File: src/rtl/fxp_pkg.sv
// fxp_pkg: shared fixed-point widths, limits and default fraction size
package fxp_pkg;
    localparam int FRAC_DEFAULT = 8;
    localparam int Q_WIDTH = 16;
    localparam int PROD_WIDTH = 32;
    localparam logic [Q_WIDTH-1:0] MAX_POS = 16'h7FFF;
    localparam logic [Q_WIDTH-1:0] MAX_NEG = 16'h8000;
endpackage

File: src/rtl/fxp_round_sat.sv
// fxp_round_sat: round-half-away-from-zero of a product magnitude and Q-format saturation
//   mag  : unsigned product magnitude            -> r    : rounded magnitude (33 bits)
//   sign : sign of the registered rounded value,
//   rq   : registered rounded magnitude          -> data : two's-complement result, sat : clamped
module fxp_round_sat import fxp_pkg::*; #(
    parameter int FRAC = FRAC_DEFAULT
) (
    input  logic [PROD_WIDTH-1:0] mag,
    output logic [PROD_WIDTH:0]   r,
    input  logic                  sign,
    input  logic [PROD_WIDTH:0]   rq,
    output logic [Q_WIDTH-1:0]    data,
    output logic                  sat
);
    // Adding half an LSB before truncating a magnitude rounds half away from zero.
    localparam logic [PROD_WIDTH:0] HALF = (33'd1 << FRAC) >> 1;
    localparam logic [PROD_WIDTH:0] POS_LIM = {{(PROD_WIDTH+1-Q_WIDTH){1'b0}}, MAX_POS};
    localparam logic [PROD_WIDTH:0] NEG_LIM = {{(PROD_WIDTH+1-Q_WIDTH){1'b0}}, MAX_NEG};
    logic pos_ovf;
    logic neg_ovf;
    always_comb begin
        r = ({1'b0, mag} + HALF) >> FRAC;
        pos_ovf = !sign && rq > POS_LIM;
        neg_ovf = sign && rq > NEG_LIM;
        sat = pos_ovf || neg_ovf;
        data = pos_ovf ? MAX_POS : neg_ovf ? MAX_NEG : sign ? -rq[Q_WIDTH-1:0] : rq[Q_WIDTH-1:0];
    end
endmodule

File: src/rtl/fxp_product_formatter.sv
// fxp_product_formatter: two-stage pipeline turning a sign/magnitude product into a saturated Q-format word
//   clk, rst                          : clock, asynchronous active-high reset
//   in_valid/in_ready, in_sign,
//   in_mag_hi/in_mag_lo               : product input handshake and payload
//   out_valid/out_ready, out_data,
//   out_sat                           : formatted result handshake and payload
//   sat_count                         : saturated results delivered, sticks at 0xFFFF
module fxp_product_formatter import fxp_pkg::*; #(
    parameter int FRAC = FRAC_DEFAULT
) (
    input  logic               clk,
    input  logic               rst,
    input  logic               in_valid,
    output logic               in_ready,
    input  logic               in_sign,
    input  logic [15:0]        in_mag_hi,
    input  logic [15:0]        in_mag_lo,
    output logic               out_valid,
    input  logic               out_ready,
    output logic [Q_WIDTH-1:0] out_data,
    output logic               out_sat,
    output logic [15:0]        sat_count
);
    logic                s1_valid;
    logic                s1_sign;
    logic [PROD_WIDTH:0] s1_r;
    logic [PROD_WIDTH:0] r;
    logic [Q_WIDTH-1:0]  data;
    logic                sat;
    logic                s2_adv;

    fxp_round_sat #(.FRAC(FRAC)) u_round_sat (
        .mag  ({in_mag_hi, in_mag_lo}),
        .r    (r),
        .sign (s1_sign),
        .rq   (s1_r),
        .data (data),
        .sat  (sat)
    );

    assign s2_adv = !out_valid || out_ready;
    // S1 empties into S2 whenever S2 advances, so a full S1 can still accept.
    assign in_ready = !s1_valid || s2_adv;

    always_ff @(posedge clk or posedge rst) begin
        if (rst) begin
            s1_valid <= 1'b0;
            s1_sign <= 1'b0;
            s1_r <= '0;
            out_valid <= 1'b0;
            out_data <= '0;
            out_sat <= 1'b0;
            sat_count <= '0;
        end else begin
            if (in_ready) begin
                s1_valid <= in_valid;
                if (in_valid) begin
                    s1_sign <= in_sign;
                    s1_r <= r;
                end
            end
            if (s2_adv) begin
                out_valid <= s1_valid;
                if (s1_valid) begin
                    out_data <= data;
                    out_sat <= sat;
                end
            end
            if (out_valid && out_ready && out_sat && sat_count != 16'hFFFF)
                sat_count <= sat_count + 16'd1;
        end
    end
endmodule

File: config.mk
export PLATFORM = sky130hd
export DESIGN_NAME = fxp_product_formatter
export DESIGN_NICKNAME = d
export VERILOG_FILES = /design/src/rtl/fxp_pkg.sv /design/src/rtl/fxp_round_sat.sv /design/src/rtl/fxp_product_formatter.sv
export SDC_FILE = /design/constraint.sdc
export NUM_CORES = 1
export LEC_CHECK = 0
export BUFFER_PORTS_ARGS = -buffer_cell sky130_fd_sc_hd__buf_2
export CORE_ASPECT_RATIO = 1.5
export CORE_MARGIN = 2
export CORE_UTILIZATION = 40
export DETAILED_ROUTE_END_ITERATION = 16
export GPL_ROUTABILITY_DRIVEN = 1
export PLACE_DENSITY = 0.7
export SYNTH_ARGS = -nofsm -noshare
export SYNTH_HDL_FRONTEND = slang
export SYNTH_SLANG_ARGS = --single-unit
File: constraint.sdc
create_clock -name clk -period 2.5 [get_ports clk]
set_clock_uncertainty 0.15 [all_clocks]
set_input_delay 0 -clock clk [delete_from_list [all_inputs] [get_ports clk]]
set_output_delay 0 -clock clk [all_outputs]
set_load 0.03 [all_outputs]
Yosys cells after proc, flatten, opt, wreduce, memory -nomap -nowiden
Index checks and enable logic that the tools add are counted.
Word-level totals
  register bits: 61
  bits of input ports: 37
  output and inout port bits: 35
  logic and storage cells: 29
Operators by class
  add/sub/neg operators: 3
  order comparisons: 2
  eq/ne operators: 1
  mux-type cells: 3
  reduce and logical (&&, ||, !) cells: 13
Operator list (number)
  $mux W16: 3
  $add A32 B8 Y33 const B: 1
  $gt A25 B15 Y1 const B: 1
  $gt A25 B16 Y1 const B: 1
  $add A16 B1 Y16 const B: 1
  $ne A16 B16 Y1 const B: 1
  $neg A16 Y16: 1
  $logic_and A1 B1 Y1: 5
  $reduce_and A2 Y1: 2
  $logic_not A1 Y1: 3
  $logic_or A1 B1 Y1: 3

Logic depth before layout (Yosys ltp)
Gate-level depths: netlist of the first run.
  depth after elaboration: 4
  gate-level depth with buffers: 8
  gate-level depth less buffers: 7

By module
Synthesis of the first run repeated with hierarchy kept, for this count alone.
Second synthesis, totals
  cell total of the unflattened synthesis: 362
  area, all modules: 3957.5 sq um
By module, submodules not included
  fxp_product_formatter: instances 1, cells each 186, area each 2776.4 sq um, seq. area each 1726.7 sq um
  fxp_round_sat: instances 1, cells each 176, area each 1181.1 sq um, seq. area each 0.0 sq um

Worst setup path after synthesis of the first run
Ideal clock, no wire load.
  kind: register to register
  from: register s1_r[1]
  to: register out_data[13]
  setup time: 0.082 ns
  data arrival time: 2.096 ns
  required time: 2.268 ns
  path slack: 0.172 ns
  stages on the path, launching flop included: 9
  path buffers: 1
  period minus slack after synthesis: 2.328 ns
  cell sequence: dfrtp_1 -> inv_1 -> ha_1 -> or3b_2 -> o41a_1 -> buf_6 -> nor4_1 -> a31oi_1 -> a31oi_1
Between the ends
  cells in the longest elaborated chain, start to end: 4
  elaborated cells on any way between the ends: 8
  classes of those cells: 1 x add/sub; 2 x order compare; 3 x mux; 2 x reduce/logical
RTL lines
  start, declared: line fxp_product_formatter.sv:26  | logic [PROD_WIDTH:0] s1_r;
  start signal, assigned: line fxp_product_formatter.sv:59  | s1_r <= r;
  $neg A16 Y16 or $gt A25 B16 Y1 (tied branches): line fxp_round_sat.sv:26, fxp_round_sat.sv:24
  $mux W16 or $logic_and A1 B1 Y1 (tied branches): line fxp_round_sat.sv:26, fxp_round_sat.sv:24
  $mux W16: line fxp_round_sat.sv:26  | data = pos_ovf ? MAX_POS : neg_ovf ? MAX_NEG : sign ? -rq[Q_WIDTH-1:0] : rq[Q_WIDTH-1:0];
  $mux W16 *: line fxp_round_sat.sv:26
  end signal, assigned: line fxp_product_formatter.sv:65  | out_data <= data;
  end, declared: line fxp_product_formatter.sv:20  | output logic [Q_WIDTH-1:0] out_data,
Every way passes the cells marked *; elsewhere a longest branch is shown, timed or not.
A chain may end at the register's enable or synchronous reset.

Worst setup path in the final report of the first run
  from: register s1_r[5]
  to: register out_data[11]
The elaborated chain is that of the path after synthesis.

==> PnR_summary.wiki, run 1 <==
{| class="wikitable"
! Metric !! Value
|-
| Power after layout || 3.53 mW
|-
| Number of synthesized register bits || 61
|-
| Post-synth net total || 414
|-
| Dominant cell type by area after synthesis || dfrtp_1
|-
| Worst Tran Pin Value || 0.732 ns
|-
| Critical path startpoint || s1_r[5]
|-
| Portion of the post-synthesis area used by sequential elements || 45.7%
|-
| Cell count after synthesis || 373
|-
| Sort of element at the end of the critical path || flop
|-
| Number of max-capacitance violations reported || 0
|-
| Initial standard-cell utilization of the core || 41.5%
|-
| Average footprint of a synthesized cell || 8.96 µm²
|-
| Vias in the first global route || 3273
|-
| Clock-pin slew of the registers on the worst-case setup and hold paths || 0.05 ns
|-
| Maximum count of clock buffers along a single path || 2
|-
| Proportion of synthesized area in mux cells || 0.974%
|-
| Clock period minus final worst setup slack || 2.43 ns
|-
| Global-route wire length before repair || 14700 µm
|-
| GRT overflow || 0
|-
| Result of the run || completed
|-
| Required time at the endpoint of the critical path || 2.60 ns
|-
| Reg-to-reg startpoint || s1_r[5]
|-
| R2r endpoint || out_data[11]
|-
| Core outline area || 8060 µm²
|-
| Average via count per standard cell || 5.26
|-
| Highest Clock Rate || 412 MHz
|-
| Place WS || 0.0646 ns
|-
| Boundary pin count || 72
|-
| Final GP Congestion || 0.912
|-
| Die Height || 116 µm
|-
| R2R cell count || 6
|-
| Clock buffers created by TritonCTS || 9
|-
| Pins over their slew limit || 0
|-
| Slew margin rel. || 51.1%
|-
| Overall Global Routing Usage || 20.4%
|-
| Total number of H-tree levels || 3
|-
| Final hold violation count || 0
|-
| Final worst-path setup slack || 0.0709 ns
|-
| Fin nets || 545
|-
| Detailed-placement wirelength estimate || 6050 µm
|-
| Xor-xnor portion of the synthesized cell area || 10.2%
|-
| Most frequently used cell type in the post-synthesis netlist || dfrtp_1
|-
| Yosys top cell area share || 45.7%
|-
| Top cells by area in the synthesized netlist || dfrtp_1, nor2_1, xor2_1
|-
| Dominant combinational cell family by area after synthesis || simple AND/OR/NAND/NOR gates
|-
| Standard-cell rows || 40
|-
| TritonCTS clock tree || built
|-
| Sink Count || 61
|-
| Critical path's largest stage delay || 0.58 ns
|-
| Simple-gate area share of the yosys netlist || 26.8%
|-
| Number of antenna cells inserted || 0
|-
| Detailed-route via count || 3229
|-
| Antenna viol nets, final || 0
|-
| Worst path slowest cell || or4_4
|-
| Leakage component of the power || 2.01 nW
|-
| Clock Latency Late Sink || 0.33 ns
|-
| Clock tree root driver cell || clkbuf_16
|-
| Distinct cell type count of the synthesized netlist || 40
|-
| Worst voltage drop across the vdd grid || 0.000432 V
|-
| EDFF count, synth || 0
|-
| Register-to-register setup slack || 0.07 ns
|-
| Wire length after detailed routing || 8720 µm
|-
| Post-route DRC || 0
|-
| Most used DFF post-synth || dfrtp_1
|-
| Series of cell instances along the critical path || or4_4 > o41a_1 > buf_6 > nor4_2 > a31oi_1 > a31oi_1
|-
| Die X-Extent || 78.6 µm
|-
| Final standard cell area without fillers || 4730 µm²
|-
| Critical Path Most Common Cell || a31oi_1
|-
| Fraction of layout instances using a drive strength above 1 || 26.3%
|-
| Share of flip-flops with an asynchronous set or reset after synthesis || 100%
|-
| CP Capture Point || out_data[11]
|-
| Pin count of the biggest net entering global routing || 36
|-
| Fill cell total of the finished layout || 676
|-
| Top cells by instance count after synthesis || dfrtp_1, nor2_1, nand2_1, a21oi_1, xor2_1
|-
| # placed instances || 557
|-
| Count of yosys warnings during synthesis || 0
|-
| Post-synthesis adder-cell area fraction || 1.50%
|-
| Setup_tns || 0 ns
|-
| Kind of critical path || flop to flop
|-
| PortBufs || 64
|-
| Power per Cell Area || 747 nW/µm²
|-
| Area of the multi-input gates || 1780 µm²
|-
| Combined area of all synthesized cells || 3340 µm²
|-
| Unrepaired setup endpoints after global routing || true
|-
| Routed length per placed instance || 14.2 µm
|-
| Antenna violations before repair || 0
|-
| Post-synthesis compound-gate area fraction || 11.8%
|-
| Share of the clock period used by the worst path || 97.2%
|-
| Type of the most critical hold path || primary input to async pin
|-
| FF/Latch Area || 1530 µm²
|-
| Final Setup Violations || 0
|-
| Max Fanout on Critical Path || 6
|-
| Total die area || 9110 µm²
|-
| Post-DP Area || 3950 µm²
|-
| Element type at the critical path start || flop
|-
| Arrival time of data at the critical path endpoint || 2.53 ns
|-
| Count of routing violations after the opening detailed-route iteration || 192
|-
| Non-filler instance count after layout || 614
|-
| Area added between synthesis and finish || 41.6%
|-
| TritonRoute pass-1 iters || 6
|}
metal layers:
layer  global-route usage (%)  vias up  wire (µm)
li1                         -     1591          -
met1                     23.1     1522       3480
met2                     34.9       94       4510
met3                     5.06       22        428
met4                     12.0        0        302
met5                        0        -          0
cell usage in the layout, fill, tap and decap left out, types with 4 or more instances in the layout:
cell and count:
a21oi_1 26, a31oi_1 15, and3_1 7, buf_2 64, buf_4 32, clkbuf_16 9
dfrtp_1 61, dlygate4sd3_1 38, inv_1 7, nand2_1 28, nand2b_1 8, nand3_1 20
nand3b_1 4, nand4_1 14, nor2_1 55, nor3_1 9, nor4_1 11, o21ai_0 5
o31ai_1 4, or3_1 4, xnor2_1 16, xor2_1 23
cell families (layout without fill, tap and decap cells):
group | count (synthesis) | count (layout)
AND/OR/NAND/NOR | 178 | 178
AO/OA/AOI/OAI | 63 | 63
flip-flops | 61 | 61
XOR/XNOR | 39 | 39
buffers and inverters | 25 | 161
adder cells (fa/ha/maj) | 4 | 4
multiplexers | 3 | 3
critical path: cells and delay by family, from the launching register on:
kind,cells,cell delay (ns)
flops,1,0.37
buf+inv,1,0.18
simple gates,2,0.83
compound gates,3,0.81
metrics by stage:
stage,utilization (%),hold WS [ns]
3_3_place_gp,49.1,0.0201
2_1_floorplan,-,-0.0416
4_1_cts,57.5,0.219
3_5_place_dp,49.1,0.0251
5_1_grt,58.7,0.266
6_report,58.7,0.192
worst min-delay path by stage:
stage	startpoint	end	cells after the start
after CTS	rst	sat_count[3]	3
after global routing	rst	sat_count[3]	3
after detailed placement	rst	sat_count[6]	2
after floorplan	in_valid	s1_valid	1
after global placement	rst	sat_count[6]	2
final	rst	sat_count[6]	3
final cells by class:
| type | count | share of cell area, % |
|---|---|---|
| multi-input cells | 287 | 37.7 |
| flip-flops and latches | 61 | 32.3 |
| repair buffers | 135 | 20.1 |
| clock buffers | 10 | 5.05 |
| well taps | 105 | 2.78 |
| clock inverters | 6 | 1.32 |
| inverters | 10 | 0.793 |
sequential cells by signal (all words and copies together), names as in the netlist:
signal,count
out_data,16
out_sat,1
out_valid,1
s1_r,25
s1_sign,1
s1_valid,1
sat_count,16
what timing repair did:
action	4_1_cts	5_1_grt
buffers inserted	0	3
endpoints found under the setup margin	0	15
hold buffers	38	0
hold endpoints to repair	61	0
resized for setup	0	16
where the power goes:
| part | internal [mW] | leakage [nW] | total [mW] | switching (mW) |
|---|---|---|---|---|
| registers | 1.16 | 0.705 | 1.30 | 0.136 |
| logic | 0.388 | 1.16 | 1.01 | 0.618 |
| clock network | 0.793 | 0.140 | 1.23 | 0.438 |
| total | 2.34 | 2.01 | 3.53 | 1.19 |
Power figures use the tool's default switching activity.
==> inputs of run 2 (changes only) <==
--- a/config.mk
+++ b/config.mk
@@ -11,7 +11,8 @@
 export CORE_UTILIZATION = 40
 export DETAILED_ROUTE_END_ITERATION = 16
 export GPL_ROUTABILITY_DRIVEN = 1
-export PLACE_DENSITY = 0.7
+export GPL_TIMING_DRIVEN = 0
+export PLACE_DENSITY = 0.68
 export SYNTH_ARGS = -nofsm -noshare
 export SYNTH_HDL_FRONTEND = slang
 export SYNTH_SLANG_ARGS = --single-unit
==> constraint.sdc (replaced) <==
create_clock -name clk -period 2.68 [get_ports clk]
set_clock_uncertainty 0.15 [all_clocks]
set_input_delay 0 -clock clk [delete_from_list [all_inputs] [get_ports clk]]
set_output_delay 0 -clock clk [all_outputs]
set_load 0.03 [all_outputs]
==> run 2 against run 1 <==
Compared with the run above: worst setup slack got worse by 0.032 ns; clock power fell by 9%; critical path depth rose by 2; first-iteration DRC count fell by 18%; sequential share of layout area rose by 1.4 points; critical endpoint unchanged; largest cell class unchanged; largest power group unchanged; highest routed layer unchanged.
==> PnR_summary.wiki, run 2 (synthesized netlist as in run 1, its figures left out) <==
{| class="wikitable"
! Metric !! Value
|-
| Result of the run || completed (unchanged)
|-
| Number of antenna cells inserted || 0 (unchanged)
|-
| Die X-Extent || 78.6 µm (unchanged)
|-
| Critical path's largest stage delay || 0.53 ns (was 0.58 ns)
|-
| Biggest register || s1_r (unchanged)
|-
| Clock Latency Late Sink || 0.33 ns (about the same)
|-
| Biggest registers after layout || s1_r (25), out_data (16), sat_count (16) (unchanged)
|-
| Detailed-placement wirelength estimate || 6100 µm (was 6050 µm)
|-
| Arrival time of data at the critical path endpoint || 2.74 ns (was 2.53 ns)
|-
| Sw power || 1.08 mW (was 1.19 mW)
|-
| Count of routing violations after the opening detailed-route iteration || 158 (was 192)
|-
| Antenna violations before repair || 0 (unchanged)
|-
| Flip-flop count of the largest register after layout || 25 (unchanged)
|-
| Maximum count of clock buffers along a single path || 2 (unchanged)
|-
| Required time at the endpoint of the critical path || 2.77 ns (was 2.60 ns)
|-
| Critical path startpoint || s1_r[1] (was s1_r[5])
|-
| Sequential fraction of design power || 38.7% (was 36.7%)
|-
| Total die area || 9110 µm² (unchanged)
|-
| Fin nets || 528 (was 545)
|-
| R2R cell count || 8 (was 6)
|-
| Power per Cell Area || 708 nW/µm² (was 747 nW/µm²)
|-
| Register-to-register setup slack || 0.04 ns (was 0.07 ns)
|-
| Final Setup Violations || 0 (unchanged)
|-
| CP bufs+invs || 2 (was 1)
|-
| Post-Route Utilization || 56.3% (was 58.7%)
|-
| Pin count of the biggest net entering global routing || 41 (was 36)
|-
| Initial standard-cell utilization of the core || 41.5% (unchanged)
|-
| Leakage component of the power || 1.88 nW (was 2.01 nW)
|-
| Core outline area || 8060 µm² (unchanged)
|-
| Most used cells in the layout excluding fill and tap cells || buf_2, dfrtp_1, nor2_1 (unchanged)
|-
| Series of cell instances along the critical path || inv_2 > ha_4 > or3b_2 > o41a_1 > buf_2 > nor4_2 > a31oi_1 > a31oi_1 (was or4_4 > o41a_1 > buf_6 > nor4_2 > a31oi_1 > a31oi_1)
|-
| Wire length after detailed routing || 8520 µm (was 8720 µm)
|-
| Final hold violation count || 0 (unchanged)
|-
| Final standard cell area without fillers || 4540 µm² (was 4730 µm²)
|-
| Area of the multi-input gates || 1770 µm² (was 1780 µm²)
|-
| Sink Count || 61 (unchanged)
|-
| Total number of H-tree levels || 3 (unchanged)
|-
| Highest Clock Rate || 379 MHz (was 412 MHz)
|-
| FF/Latch Area || 1530 µm² (about the same)
|-
| Internal power contribution || 2.14 mW (was 2.34 mW)
|-
| Clock buffers created by TritonCTS || 9 (unchanged)
|-
| Kind of critical path || flop to flop (unchanged)
|-
| Antenna viol nets, final || 0 (unchanged)
|-
| Average via count per standard cell || 5.31 (was 5.26)
|-
| Final worst-path setup slack || 0.0387 ns (was 0.0709 ns)
|-
| Global-route wire length before repair || 14300 µm (was 14700 µm)
|-
| Post-DP Area || 3810 µm² (was 3950 µm²)
|-
| Vias in the first global route || 3118 (was 3273)
|-
| Worst Tran Pin Value || 0.911 ns (was 0.732 ns)
|-
| Slew margin rel. || 38.7% (was 51.1%)
|-
| TritonCTS clock tree || built (unchanged)
|-
| Worst path slowest cell || o41a_1 (was or4_4)
|-
| Worst voltage drop across the vdd grid || 0.000366 V (was 0.000432 V)
|-
| Routed length per placed instance || 14.3 µm (was 14.2 µm)
|-
| Final GP Congestion || 0.903 (was 0.912)
|-
| Fraction of layout instances using a drive strength above 1 || 20.9% (was 26.3%)
|-
| Category of cells accounting for the largest share of critical-path delay || compound AO/OA/AOI/OAI gates (was simple AND/OR/NAND/NOR gates)
|-
| Pins over their slew limit || 0 (unchanged)
|-
| GRT overflow || 0 (unchanged)
|-
| Fill cell total of the finished layout || 733 (was 676)
|-
| Net switching share of the total power || 33.5% (was 33.8%)
|-
| Standard-cell rows || 40 (unchanged)
|-
| Clock tree root driver cell || clkbuf_16 (unchanged)
|-
| Overall Global Routing Usage || 20.0% (was 20.4%)
|-
| Number of max-capacitance violations reported || 0 (unchanged)
|-
| Critical Path Most Common Cell || a31oi_1 (unchanged)
|-
| Area added between synthesis and finish || 35.8% (was 41.6%)
|-
| Reg-to-reg startpoint || s1_r[1] (was s1_r[5])
|-
| PortBufs || 64 (unchanged)
|-
| Type of the most critical hold path || primary input to flop (was primary input to async pin)
|-
| Most common cell after layout, fill and taps aside || buf_2 (unchanged)
|-
| Sort of element at the end of the critical path || flop (unchanged)
|-
| CP Capture Point || out_data[11] (unchanged)
|-
| Element type at the critical path start || flop (unchanged)
|-
| Clock-pin slew of the registers on the worst-case setup and hold paths || 0.05 ns (about the same)
|-
| Die Height || 116 µm (unchanged)
|-
| Logic depth of the worst path, buffers included || 8 (was 6)
|-
| TritonRoute pass-1 iters || 5 (was 6)
|-
| Detailed-route via count || 3172 (was 3229)
|-
| Max Fanout on Critical Path || 6 (unchanged)
|-
| Post-route DRC || 0 (unchanged)
|-
| Clk network pwr share || 34.9% (about the same)
|-
| Boundary pin count || 72 (unchanged)
|-
| Place WS || -0.00231 ns (was 0.0646 ns)
|-
| Share of the clock period used by the worst path || 98.6% (was 97.2%)
|-
| R2r endpoint || out_data[11] (unchanged)
|-
| Clock period minus final worst setup slack || 2.64 ns (was 2.43 ns)
|-
| Combinational share of power || 26.4% (was 28.5%)
|}
run 2: changes by cell type in the layout (fill, tap and decap cells not counted), moves of 2 or more:
| cell | delta |
|---|---|
| o31ai_1 | +2 |
| clkinvlp_4 | -2 |
| dfrtp_2 | +2 |
| clkbuf_1 | +16 |
| dlygate4sd3_1 | -3 |
| dfrtp_1 | -2 |
| o31ai_2 | -2 |
| buf_4 | -30 |
| o41ai_2 | -2 |
run 2: power groups by stage:
| stage | Sequential (mW) | Clock (mW) | Combinational, mW |
|---|---|---|---|
| finish | 1.24 | 1.12 | 0.848 |
| global route | 1.27 | 1.18 | 0.930 |
| CTS | 1.24 | 1.14 | 0.825 |
| detailed placement | 1.26 | 0 | 0.777 |
| global placement | 1.25 | 0 | 0.759 |
| floorplan | 1.43 | 0 | 0.337 |
run 2: area by class of cell:
cell class,instances,area share (%)
Multi-Input combinational cell,287,39.0
Sequential cell,61,33.7
Timing Repair Buffer,103,15.7
Clock buffer,12,5.43
Tap cell,105,2.90
Buffer,15,1.41
Clock inverter,4,1.05
Inverter,10,0.827
run 2: worst reg2reg max path, cell delays in order, from the launching register on:
cell and delay (ns):
dfrtp_2 0.42, inv_2 0.10, ha_4 0.16, or3b_2 0.45
o41a_1 0.53, buf_2 0.21, nor4_2 0.30, a31oi_1 0.08
a31oi_1 0.17
run 2: per-stage QoR:
| step | power (mW) | TNS [ns] | cells | hold slack [ns] |
|---|---|---|---|---|
| 3_3_place_gp | 2.01 | 0 | 542 | 0.0531 |
| 6_report | 3.21 | 0 | 597 | 0.0133 |
| 2_1_floorplan | 1.77 | 0 | 373 | -0.0416 |
| 3_5_place_dp | 2.04 | -0.00231 | 543 | -0.107 |
| 5_1_grt | 3.38 | -0.0589 | 597 | 0.0774 |
| 4_1_cts | 3.21 | 0 | 594 | 0.00996 |
run 2: worst min path at each step:
stage	start	endpoint	slack, ns	depth (start not counted)
2_1_floorplan	in_valid	s1_valid	-0.04	1
3_3_place_gp	in_valid	s1_valid	0.05	2
3_5_place_dp	rst	out_data[8]	-0.11	2
4_1_cts	in_mag_lo[11]	s1_r[6]	0.01	5
5_1_grt	in_mag_lo[11]	s1_r[6]	0.08	5
6_report	in_mag_lo[11]	s1_r[6]	0.01	5
run 2: what timing repair did:
item | CTS | global route
pin swaps | 0 | 2
endpoints found under the setup margin | 1 | 18
hold endpoints to repair | 89 | 0
cloned | 0 | 1
hold buffers | 35 | 0
gates resized for setup | 1 | 12
setup buffers | 0 | 2
run 2: layer usage:
metal	global-route usage [%]	routed length (µm)	up-vias
met5	0	0	-
met1	22.4	3350	1495
met3	4.21	409	16
met2	35.3	4560	96
li1	-	-	1565
met4	10.6	194	0
==> inputs of run 3 (changes only) <==
--- a/config.mk
+++ b/config.mk
@@ -9,6 +9,7 @@
 export CORE_ASPECT_RATIO = 1.5
 export CORE_MARGIN = 2
 export CORE_UTILIZATION = 40
+export CTS_BUF_LIST = sky130_fd_sc_hd__clkbuf_8
 export DETAILED_ROUTE_END_ITERATION = 16
 export GPL_ROUTABILITY_DRIVEN = 1
 export GPL_TIMING_DRIVEN = 0
==> run 3 against run 2 <==
Compared with the run above: combinational power is 0.6% higher; highest routed layer unchanged; global-route usage hardly changed; clock power is 30% lower.
==> PnR_summary.wiki, run 3 (synthesized netlist as in run 1, its figures left out) <==
{| class="wikitable"
! Metric !! Value
|-
| Result of the run || completed (unchanged)
|-
| Wire length after detailed routing || 8540 µm (was 8520 µm)
|-
| Standard-cell rows || 40 (unchanged)
|-
| Final hold violation count || 0 (unchanged)
|-
| Type of the most critical hold path || primary input to flop (unchanged)
|-
| Non-filler instance count after layout || 600 (was 597)
|-
| Die Height || 116 µm (unchanged)
|-
| TritonCTS clock tree || built (unchanged)
|-
| Clock tree root driver cell || clkbuf_8 (was clkbuf_16)
|-
| Fill cell total of the finished layout || 737 (was 733)
|-
| Critical path startpoint || s1_r[1] (unchanged)
|-
| Most used cells in the layout excluding fill and tap cells || buf_2, dfrtp_1, nor2_1 (unchanged)
|-
| Reg-to-reg startpoint || s1_r[1] (unchanged)
|-
| Boundary pin count || 72 (unchanged)
|-
| Antenna viol nets, final || 0 (unchanged)
|-
| Flip-flop count of the largest register after layout || 25 (unchanged)
|-
| Total die area || 9110 µm² (unchanged)
|-
| Clock-pin slew of the registers on the worst-case setup and hold paths || 0.06 ns (was 0.05 ns)
|-
| Detailed-route via count || 3177 (was 3172)
|-
| Post-Route Utilization || 55.4% (was 56.3%)
|-
| Core outline area || 8060 µm² (unchanged)
|-
| Power per Cell Area || 645 nW/µm² (was 708 nW/µm²)
|-
| FF/Latch Area || 1530 µm² (unchanged)
|-
| Number of max-capacitance violations reported || 0 (unchanged)
|-
| Hold slack || 0.0324 ns (was 0.0133 ns)
|-
| Fraction of layout instances using a drive strength above 1 || 20.8% (was 20.9%)
|-
| R2r endpoint || out_data[11] (unchanged)
|-
| Sink Count || 61 (unchanged)
|-
| Power after layout || 2.88 mW (was 3.21 mW)
|-
| Die X-Extent || 78.6 µm (unchanged)
|-
| CP Capture Point || out_data[11] (unchanged)
|-
| Biggest register || s1_r (unchanged)
|-
| Detailed-placement wirelength estimate || 6100 µm (unchanged)
|-
| Initial standard-cell utilization of the core || 41.5% (unchanged)
|-
| Count of routing violations after the opening detailed-route iteration || 149 (was 158)
|-
| Antenna violations before repair || 0 (unchanged)
|-
| Number of antenna cells inserted || 0 (unchanged)
|-
| Slew margin rel. || 39.9% (was 38.7%)
|-
| Total number of H-tree levels || 3 (unchanged)
|-
| Vias in the first global route || 3105 (was 3118)
|-
| Element type at the critical path start || flop (unchanged)
|-
| GRT overflow || 0 (unchanged)
|-
| PortBufs || 64 (unchanged)
|-
| Maximum count of clock buffers along a single path || 2 (unchanged)
|-
| Fin nets || 531 (was 528)
|-
| Arrival time of data at the critical path endpoint || 2.76 ns (was 2.74 ns)
|-
| Average via count per standard cell || 5.30 (was 5.31)
|-
| Clock period minus final worst setup slack || 2.64 ns (about the same)
|-
| Routed length per placed instance || 14.2 µm (was 14.3 µm)
|-
| Biggest registers after layout || s1_r (25), out_data (16), sat_count (16) (unchanged)
|-
| Pin count of the biggest net entering global routing || 41 (unchanged)
|-
| Post-route DRC || 0 (unchanged)
|-
| Highest Clock Rate || 378 MHz (was 379 MHz)
|-
| Area of the multi-input gates || 1770 µm² (unchanged)
|-
| Pins over their slew limit || 0 (unchanged)
|-
| Register-to-register setup slack || 0.04 ns (about the same)
|-
| Most common cell after layout, fill and taps aside || buf_2 (unchanged)
|-
| Clock buffers created by TritonCTS || 9 (unchanged)
|-
| Required time at the endpoint of the critical path || 2.80 ns (was 2.77 ns)
|-
| Worst voltage drop across the vdd grid || 0.000293 V (was 0.000366 V)
|-
| Sort of element at the end of the critical path || flop (unchanged)
|-
| Global-route wire length before repair || 14300 µm (unchanged)
|-
| R2R cell count || 8 (unchanged)
|-
| Overall Global Routing Usage || 19.9% (was 20.0%)
|-
| Max Fanout on Critical Path || 6 (unchanged)
|-
| Final GP Congestion || 0.903 (unchanged)
|-
| TritonRoute pass-1 iters || 4 (was 5)
|-
| Leakage component of the power || 1.86 nW (was 1.88 nW)
|-
| Area added between synthesis and finish || 33.7% (was 35.8%)
|-
| # placed instances || 543 (unchanged)
|-
| Share of the clock period used by the worst path || 98.6% (about the same)
|-
| Worst Tran Pin Value || 0.893 ns (was 0.911 ns)
|-
| Kind of critical path || flop to flop (unchanged)
|-
| Setup_tns || 0 ns (unchanged)
|-
| Clock Latency Late Sink || 0.34 ns (was 0.33 ns)
|-
| Final Setup Violations || 0 (unchanged)
|}
run 3: cell count changes in the layout (fill, tap and decap cells not counted):
cell           change
clkbuf_1           -2
clkbuf_16          -9
clkbuf_8           +9
dlygate4sd3_1      +3
inv_1              +2
run 3: critical path, cell delays in order, from the launching register on:
cell	delay, ns
dfrtp_2	0.42
inv_2	0.10
ha_4	0.16
or3b_2	0.44
o41a_1	0.53
buf_2	0.21
nor4_2	0.31
a31oi_1	0.08
a31oi_1	0.17
run 3: through the flow:
step / cell area, µm² / setup WS [ns]
final: 4470 / 0.0378
after floorplan: 3340 / 0.352
after CTS: 4400 / 0.0234
after detailed placement: 3810 / -0.00231
after global routing: 4470 / -0.0328
after global placement: 3790 / 0.0258
run 3: worst min-delay path by stage:
stage | startpoint | to | slack, ns | depth (start not counted)
floorplan | in_valid | s1_valid | -0.04 | 1
global placement | in_valid | s1_valid | 0.05 | 2
detailed placement | rst | out_data[8] | -0.11 | 2
CTS | in_mag_lo[8] | s1_r[1] | 0.01 | 5
global route | in_mag_lo[8] | s1_r[1] | 0.08 | 5
finish | in_mag_lo[8] | s1_r[1] | 0.03 | 5
run 3: cell type report:
cell class,instances,share of cell area [%]
tap,105,2.94
clock inverter,6,1.23
clock buffer,10,3.08
multi-input combinational,287,39.6
timing repair buffer,106,16.6
buffer,15,1.43
inverter,10,0.841
sequential,61,34.2
run 3: power by group:
part           internal (mW)  switching, mW  total (mW)
Clock                  0.444          0.342       0.787
Sequential              1.08          0.161        1.24
Combinational          0.316          0.536       0.853
run 3: repair_timing:
action / 4_1_cts / 5_1_grt
gates resized for setup: 1 / 12
setup buffers: 0 / 2
pin swaps: 0 / 2
cloned: 0 / 1
endpoints found under the setup margin: 2 / 19
endpoints found under the hold margin: 90 / 0
hold buffers: 38 / 0
run 3: per-layer routing:
layer	GRT usage (%)	part of all wire, %
met3	4.75	5.5
met2	34.8	52
met4	9.82	3.0
met1	22.7	40
met5	0	0
